==> src/rtl/gpio_cmd_engine.sv <==
// Byte-command GPIO engine: parses opcode/bank/pin/data bytes from an rx stream,
// updates the output/enable registers and returns a single response byte.
//
//  state    | meaning
//  IDLE     | waiting for an opcode byte
//  GET_BANK | waiting for the bank byte
//  GET_PIN  | waiting for the pin byte
//  GET_DATA | waiting for the data byte
//  RESP     | response held on tx until taken
module gpio_cmd_engine #(
   parameter int NUM_BANKS      = 4,
   parameter int BANK_WIDTH     = 8,
   parameter int TIMEOUT_CYCLES = 1000000
) (
   input  logic                            clk,
   input  logic                            nRst,
   input  logic                            rx_valid,
   input  logic [7:0]                      rx_data,
   output logic                            rx_ready,
   output logic                            tx_valid,
   output logic [7:0]                      tx_data,
   input  logic                            tx_ready,
   input  logic [NUM_BANKS*BANK_WIDTH-1:0] gpio_in,
   output logic [NUM_BANKS*BANK_WIDTH-1:0] gpio_out,
   output logic [NUM_BANKS*BANK_WIDTH-1:0] gpio_oe,
   output logic                            err_timeout
);

   localparam int W  = NUM_BANKS * BANK_WIDTH;
   localparam int CW = $clog2(TIMEOUT_CYCLES);

   localparam logic [7:0] ACK = 8'h06;
   localparam logic [7:0] NAK = 8'h15;

   localparam logic [2:0] OP_READ_PIN   = 3'd0;
   localparam logic [2:0] OP_WRITE_PIN  = 3'd1;
   localparam logic [2:0] OP_CONFIG_PIN = 3'd2;
   localparam logic [2:0] OP_READ_BANK  = 3'd3;
   localparam logic [2:0] OP_WRITE_BANK = 3'd4;

   typedef enum logic [2:0] {IDLE, GET_BANK, GET_PIN, GET_DATA, RESP} state_t;

   state_t          state, state_nxt;
   logic [W-1:0]    sync_meta, sync_q;
   logic [2:0]      op_q;
   logic [7:0]      bank_q, pin_q;
   logic [CW-1:0]   tmo_cnt;

   logic            accept, in_get, tmo_last, tmo_fire;
   logic [7:0]      bank_v, pin_v;
   logic            bank_ok, pin_ok;
   logic [W-1:0]    bit_mask, bank_mask;
   logic            rd_bit;
   logic [BANK_WIDTH-1:0] rd_bank;
   logic [W-1:0]    out_nxt, oe_nxt;
   logic            resp_load;
   logic [7:0]      resp_nxt;

   assign rx_ready = (state != RESP);
   assign accept   = rx_valid && rx_ready;
   assign in_get   = (state == GET_BANK) || (state == GET_PIN) || (state == GET_DATA);
   assign tmo_last = (tmo_cnt == CW'(TIMEOUT_CYCLES - 1));

   // The final byte may itself be the bank or pin, so take it straight from rx_data.
   assign bank_v  = (state == GET_BANK) ? rx_data : bank_q;
   assign pin_v   = (state == GET_PIN)  ? rx_data : pin_q;
   assign bank_ok = (bank_v < 8'(NUM_BANKS));
   assign pin_ok  = (pin_v < 8'(BANK_WIDTH));

   always_comb begin
      bit_mask  = '0;
      bank_mask = '0;
      rd_bit    = 1'b0;
      rd_bank   = '0;
      for (int b = 0; b < NUM_BANKS; b++) begin
         if (bank_v == 8'(b)) begin
            bank_mask[b*BANK_WIDTH +: BANK_WIDTH] = '1;
            rd_bank = sync_q[b*BANK_WIDTH +: BANK_WIDTH];
            for (int p = 0; p < BANK_WIDTH; p++) begin
               if (pin_v == 8'(p)) begin
                  bit_mask[b*BANK_WIDTH+p] = 1'b1;
                  rd_bit = sync_q[b*BANK_WIDTH+p];
               end
            end
         end
      end
   end

   always_comb begin
      state_nxt = state;
      out_nxt   = gpio_out;
      oe_nxt    = gpio_oe;
      resp_load = 1'b0;
      resp_nxt  = NAK;
      tmo_fire  = 1'b0;
      case (state)
         IDLE: begin
            if (accept) begin
               if (rx_data <= 8'h04) begin
                  state_nxt = GET_BANK;
               end else begin
                  resp_load = 1'b1;
                  state_nxt = RESP;
               end
            end
         end
         GET_BANK: begin
            if (accept) begin
               if (op_q == OP_WRITE_BANK) begin
                  state_nxt = GET_DATA;
               end else if (op_q == OP_READ_BANK) begin
                  resp_load = 1'b1;
                  state_nxt = RESP;
                  if (bank_ok) resp_nxt = 8'(rd_bank);
               end else begin
                  state_nxt = GET_PIN;
               end
            end
         end
         GET_PIN: begin
            if (accept) begin
               if (op_q == OP_READ_PIN) begin
                  resp_load = 1'b1;
                  state_nxt = RESP;
                  if (bank_ok && pin_ok) resp_nxt = {7'b0, rd_bit};
               end else begin
                  state_nxt = GET_DATA;
               end
            end
         end
         GET_DATA: begin
            if (accept) begin
               resp_load = 1'b1;
               state_nxt = RESP;
               case (op_q)
                  OP_WRITE_PIN: if (bank_ok && pin_ok) begin
                     out_nxt  = (gpio_out & ~bit_mask) | (bit_mask & {W{rx_data[0]}});
                     resp_nxt = ACK;
                  end
                  OP_CONFIG_PIN: if (bank_ok && pin_ok) begin
                     oe_nxt   = (gpio_oe & ~bit_mask) | (bit_mask & {W{rx_data[0]}});
                     resp_nxt = ACK;
                  end
                  OP_WRITE_BANK: if (bank_ok) begin
                     out_nxt  = (gpio_out & ~bank_mask) |
                                (bank_mask & {NUM_BANKS{rx_data[BANK_WIDTH-1:0]}});
                     resp_nxt = ACK;
                  end
                  default: ;
               endcase
            end
         end
         RESP: begin
            if (tx_ready) state_nxt = IDLE;
         end
         default: state_nxt = IDLE;
      endcase
      // An arriving byte always wins over an expiring timer.
      if (in_get && !accept && tmo_last) begin
         state_nxt = IDLE;
         tmo_fire  = 1'b1;
      end
   end

   always_ff @(posedge clk or negedge nRst) begin
      if (!nRst) begin
         state       <= IDLE;
         sync_meta   <= '0;
         sync_q      <= '0;
         gpio_out    <= '0;
         gpio_oe     <= '0;
         tx_valid    <= 1'b0;
         tx_data     <= '0;
         err_timeout <= 1'b0;
         tmo_cnt     <= '0;
         op_q        <= '0;
         bank_q      <= '0;
         pin_q       <= '0;
      end else begin
         state       <= state_nxt;
         sync_meta   <= gpio_in;
         sync_q      <= sync_meta;
         gpio_out    <= out_nxt;
         gpio_oe     <= oe_nxt;
         err_timeout <= tmo_fire;
         if (resp_load) begin
            tx_valid <= 1'b1;
            tx_data  <= resp_nxt;
         end else if ((state == RESP) && tx_ready) begin
            tx_valid <= 1'b0;
         end
         if (accept && (state == IDLE))     op_q   <= rx_data[2:0];
         if (accept && (state == GET_BANK)) bank_q <= rx_data;
         if (accept && (state == GET_PIN))  pin_q  <= rx_data;
         if (!in_get || accept || tmo_last) tmo_cnt <= '0;
         else                               tmo_cnt <= tmo_cnt + CW'(1);
      end
   end

endmodule

==> config.mk <==
export PLATFORM = sky130hd
export DESIGN_NAME = gpio_cmd_engine
export DESIGN_NICKNAME = d
export VERILOG_FILES = /design/src/rtl/gpio_cmd_engine.sv
export SDC_FILE = /design/constraint.sdc
export NUM_CORES = 1
export LEC_CHECK = 0
export CAP_MARGIN = 10
export CELL_PAD_IN_SITES_DETAIL_PLACEMENT = 1
export CELL_PAD_IN_SITES_GLOBAL_PLACEMENT = 2
export CORE_MARGIN = 1.5
export CORE_UTILIZATION = 38
export CTS_CLUSTER_SIZE = 25
export DETAILED_ROUTE_END_ITERATION = 16
export GPL_ROUTABILITY_DRIVEN = 0
export GPL_TIMING_DRIVEN = 0
export PLACE_DENSITY_LB_ADDON = 0.1
export SYNTH_ARGS = -nofsm -noshare
export SYNTH_HDL_FRONTEND = slang
export SYNTH_SLANG_ARGS = --single-unit
==> constraint.sdc <==
create_clock -name clk -period 4.8 [get_ports clk]
set_input_delay 1.44 -clock clk [delete_from_list [all_inputs] [get_ports clk]]
set_output_delay 1.44 -clock clk [all_outputs]
set_load 0.02 [all_outputs]
==> impl_metrics.prom <==
# TYPE chip_impl_metric gauge
chip_impl_metric{name="p_sw",unit="mW"} 1.11
chip_impl_metric{name="ctsHoldBuffers",unit=""} 0
chip_impl_metric{name="slew_violations",unit=""} 0
chip_impl_metric{name="gr-total-overflow",unit=""} 0
chip_impl_metric{name="share_clk_of_total_power",unit="%"} 39.2
chip_impl_metric{name="final_hold_violation_count",unit=""} 0
chip_impl_metric{name="post-place-cells",unit=""} 1072
chip_impl_metric{name="worstPathRequired",unit="ns"} 5.15
chip_impl_info{name="crit_chain",value="clkdlybuf4s50_1 -> nor4_2 -> nand4_1 -> o21ai_1 -> clkbuf_1 -> a2bb2oi_1 -> o21a_1 -> a211oi_1 -> nor4b_2 -> o31ai_2"} 1
chip_impl_metric{name="antennaDiodeCount",unit=""} 0
chip_impl_info{name="timing_worst_setup_path_type",value="input port to register"} 1
chip_impl_info{name="clockRootBuffer",value="sky130_fd_sc_hd__clkbuf_16"} 1
chip_impl_metric{name="place_worst_setup_slack",unit="ns"} -0.000425
chip_impl_metric{name="regToRegSetupSlack",unit="ns"} 1.57
chip_impl_metric{name="grt_util_all_layers",unit="%"} 22.3
chip_impl_info{name="synth-main-ff-cell",value="sky130_fd_sc_hd__dfrtp_1"} 1
chip_impl_metric{name="synthesis.nets",unit=""} 728
chip_impl_metric{name="worst_skew_pair.late_latency",unit="ns"} 0.43
chip_impl_metric{name="h-tree-depth",unit=""} 4
chip_impl_metric{name="finalNetCount",unit=""} 866
chip_impl_metric{name="detail_route.vias_per_cell",unit=""} 5.34
chip_impl_metric{name="post_cts.repair.setup_buffers",unit=""} 0
chip_impl_info{name="run_status",value="finished clean"} 1
chip_impl_metric{name="ys_seq_elements",unit=""} 180
chip_impl_metric{name="fillCellCount",unit=""} 2152
chip_impl_metric{name="synthDominantCellAreaShare",unit="%"} 57.7
chip_impl_metric{name="floorplan.core_area",unit="mm^2"} 0.0202
chip_impl_metric{name="finalWorstPathRequiredPeriod",unit="ns"} 4.38
chip_impl_metric{name="internal-power",unit="mW"} 2.54
chip_impl_metric{name="finalClockSkew",unit="ns"} 0.00916
chip_impl_metric{name="flow.area_growth_from_synthesis",unit="%"} 27.8
chip_impl_metric{name="wire_length_of_the_first_global_routing_pass",unit="um"} 36900
chip_impl_info{name="cts_tree",value="built"} 1
chip_impl_metric{name="clkTransAtPathRegs",unit="ns"} 0.08
chip_impl_metric{name="hold-path-cell-count",unit=""} 0
chip_impl_metric{name="share_seq_of_total_power",unit="%"} 44.5
chip_impl_info{name="end_kind",value="register"} 1
chip_impl_metric{name="ctsLongestPathBuffers",unit=""} 2
chip_impl_metric{name="worst_path_largest_cell_delay",unit="ns"} 0.74
chip_impl_metric{name="total_power",unit="mW"} 3.66
chip_impl_metric{name="synth_sequential_area_ratio",unit="%"} 57.7
chip_impl_metric{name="synth_warnings",unit=""} 0
chip_impl_metric{name="synthCells",unit=""} 683
chip_impl_metric{name="leakagePower",unit="nW"} 4.23
chip_impl_metric{name="floorplan.die_area",unit="mm^2"} 0.0214
chip_impl_metric{name="finalSetupViolations",unit=""} 0
chip_impl_metric{name="vdd.ir_drop.worst",unit="mV"} 0.244
chip_impl_metric{name="vias",unit=""} 5892
chip_impl_metric{name="detailedPlacementHpwl",unit="um"} 17100
chip_impl_metric{name="routed_wirelength",unit="um"} 22900
chip_impl_info{name="regToRegEndpoint",value="tx_data[0]$_DFFE_PN0P_"} 1
chip_impl_metric{name="max_clock_freq",unit="MHz"} 229
chip_impl_metric{name="multi_input_comb_area",unit="mm^2"} 0.00313
chip_impl_metric{name="final.period_utilization",unit="%"} 91.2
chip_impl_metric{name="path_max_fanout",unit=""} 10
chip_impl_metric{name="worstMarginPinSlew",unit="ns"} 1.01
chip_impl_metric{name="proportion_of_layout_cells_with_a_drive_suffix_above_1",unit="%"} 13.1
chip_impl_info{name="critical_path.endpoint",value="tx_data[0]$_DFFE_PN0P_"} 1
chip_impl_metric{name="dr.first_iter.drc_count",unit=""} 243
chip_impl_info{name="cp-start-kind",value="input port"} 1
chip_impl_info{name="worstReg2RegStart",value="state[2]$_DFFE_PN0P_"} 1
chip_impl_metric{name="timing.slew.headroom",unit="%"} 32.5
chip_impl_metric{name="largest_net_degree_at_the_start_of_global_routing",unit=""} 95
chip_impl_metric{name="synth-async-reset-ratio",unit="%"} 100
chip_impl_metric{name="number_of_global_route_vias_before_repair",unit=""} 6630
chip_impl_metric{name="detail_route.first_pass.iterations",unit=""} 5
chip_impl_metric{name="maxCapViolCount",unit=""} 0
chip_impl_info{name="timing.critical_path.slowest_stage_cell",value="sky130_fd_sc_hd__nor4_2"} 1
chip_impl_metric{name="cellPowerDensity",unit="mW/mm^2"} 366
chip_impl_metric{name="logic_gate_share_of_total_power",unit="%"} 16.3
chip_impl_metric{name="cts_buffers",unit=""} 17
chip_impl_info{name="hold_path.class",value="register to register"} 1
chip_impl_metric{name="postLayoutCellArea",unit="mm^2"} 0.00998
chip_impl_metric{name="synth_edf_count",unit=""} 0
chip_impl_info{name="rsz0062_at_grt",value="false"} 1
chip_impl_metric{name="cts_sinks",unit=""} 180
chip_impl_metric{name="syn_area_per_cell",unit="um^2"} 11.4
chip_impl_metric{name="ff2ff_path_depth",unit=""} 10
chip_impl_metric{name="netlist_area",unit="mm^2"} 0.00781
chip_impl_metric{name="final.setup.worst_slack",unit="ns"} 0.424
chip_impl_metric{name="port-buffer-count",unit=""} 117
chip_impl_metric{name="design.portCount",unit=""} 119
chip_impl_metric{name="chipWidth",unit="um"} 146
chip_impl_metric{name="placement_rows",unit=""} 52
chip_impl_metric{name="antenna_found_initial",unit=""} 0
chip_impl_metric{name="placed_area",unit="mm^2"} 0.00937
chip_impl_metric{name="drt_drc_violations_left",unit=""} 0
chip_impl_metric{name="number_of_cells_upsized_or_downsized_after_cts",unit=""} 0
chip_impl_metric{name="ant_nets",unit=""} 0
chip_impl_metric{name="avgRoutedWirePerCell",unit="um"} 20.8
chip_impl_metric{name="ff_latch_area",unit="mm^2"} 0.00450
chip_impl_info{name="synth_largest_area_cell",value="sky130_fd_sc_hd__dfrtp_1"} 1
chip_impl_info{name="synth.top_cells.by_area",value="sky130_fd_sc_hd__dfrtp_1 58%, sky130_fd_sc_hd__nor2_1 4.7%, sky130_fd_sc_hd__mux2_2 4.2%, sky130_fd_sc_hd__mux2_1 3.9%, sky130_fd_sc_hd__nand2_1 3.0%"} 1
chip_impl_metric{name="timing.critical_path.arrival",unit="ns"} 4.72
chip_impl_metric{name="stdcell_count",unit=""} 1104
chip_impl_metric{name="p_sw_share",unit="%"} 30.4
chip_impl_metric{name="initial_core_util",unit="%"} 38.7
chip_impl_info{name="worstSetupStartpoint",value="rx_data[5]"} 1
chip_impl_metric{name="die-height",unit="um"} 146
chip_impl_metric{name="synth_cell_types",unit=""} 70
layout make-up:
cell class | instances | share of cell area [%]
sequential | 180 | 45.1
inverter | 13 | 0.489
buffer | 28 | 1.35
multi-input combinational | 462 | 31.3
clock buffer | 17 | 4.26
timing repair buffer | 119 | 12.1
tap | 270 | 3.38
clock inverter | 15 | 1.92
cell usage after synthesis (all sizes together) (8+ instances only):
cell,instances
buf,13
nand2,64
clkbuf,15
xor2,9
inv,13
and2,8
dfrtp,180
a21oi,20
o21ai,19
nand3,24
o22a,26
nor3,14
nor2,101
o22ai,10
mux2,56
cells in the final DEF (no fill, tap or decap), types with 5 or more instances in the layout:
master	count
sky130_fd_sc_hd__xor2_1	9
sky130_fd_sc_hd__o22a_1	26
sky130_fd_sc_hd__nand3_1	21
sky130_fd_sc_hd__mux2i_1	7
sky130_fd_sc_hd__inv_1	13
sky130_fd_sc_hd__a211oi_1	7
sky130_fd_sc_hd__clkbuf_16	17
sky130_fd_sc_hd__mux2_1	27
sky130_fd_sc_hd__nor2_1	98
sky130_fd_sc_hd__clkbuf_1	15
sky130_fd_sc_hd__a2bb2oi_1	7
sky130_fd_sc_hd__o22ai_1	7
sky130_fd_sc_hd__and3_1	5
sky130_fd_sc_hd__mux2_2	29
sky130_fd_sc_hd__and2_1	8
sky130_fd_sc_hd__clkdlybuf4s50_1	116
sky130_fd_sc_hd__xnor2_1	7
sky130_fd_sc_hd__buf_2	9
sky130_fd_sc_hd__nor3_1	11
sky130_fd_sc_hd__dfrtp_1	180
sky130_fd_sc_hd__a21oi_1	20
sky130_fd_sc_hd__nand3b_1	5
sky130_fd_sc_hd__nand2_1	62
sky130_fd_sc_hd__o21ai_0	15
layer usage:
layer	track usage, %	wire length, um
met4	6.11	298
met3	3.97	911
met5	0	0
met2	38.6	11700
met1	28.8	10000
how the worst min path moves through the flow:
stage	startpoint	endpoint	slack [ns]
final	sync_meta[6]$_DFF_PN0_	sync_q[6]$_DFF_PN0_	0.35
after global routing	sync_meta[19]$_DFF_PN0_	sync_q[19]$_DFF_PN0_	0.36
after CTS	sync_meta[30]$_DFF_PN0_	sync_q[30]$_DFF_PN0_	0.35
after detailed placement	sync_meta[30]$_DFF_PN0_	sync_q[30]$_DFF_PN0_	0.34
after global placement	sync_meta[24]$_DFF_PN0_	sync_q[24]$_DFF_PN0_	0.34
after floorplan	sync_meta[0]$_DFF_PN0_	sync_q[0]$_DFF_PN0_	0.33
stage by stage:
stage,hold slack (ns),util [%],setup TNS (ns)
after floorplan,0.331,-,0
after global placement,0.336,46.2,-863.25
after detailed placement,0.336,46.4,-0.000425
after CTS,0.353,49.5,0
after global routing,0.357,49.5,0
final,0.351,49.5,0
cells by family (layout without fill, tap and decap cells):
group | Yosys count | after routing | synth area share [%]
simple gates | 260 | 260 | 17.1
flops | 180 | 180 | 57.7
compound gates | 120 | 120 | 11.3
mux | 65 | 65 | 9.55
buf+inv | 41 | 192 | 2.35
xor+xnor | 16 | 16 | 1.79
fa+ha+maj | 1 | 1 | 0.160
power by group through the flow:
stage | logic (mW) | clock network (mW) | registers, mW
floorplan | 0.357 | 0 | 1.65
global placement | 0.574 | 0 | 1.65
detailed placement | 0.597 | 0 | 1.66
CTS | 0.601 | 1.46 | 1.63
global route | 0.651 | 1.52 | 1.64
finish | 0.595 | 1.43 | 1.63
critical path, delay by kind of cell:
family,cells,cell delay [ns]
AO/OA/AOI/OAI,5,1.10
AND/OR/NAND/NOR,3,1.12
buffers and inverters,2,1.05
Power figures use the tool's default switching activity.
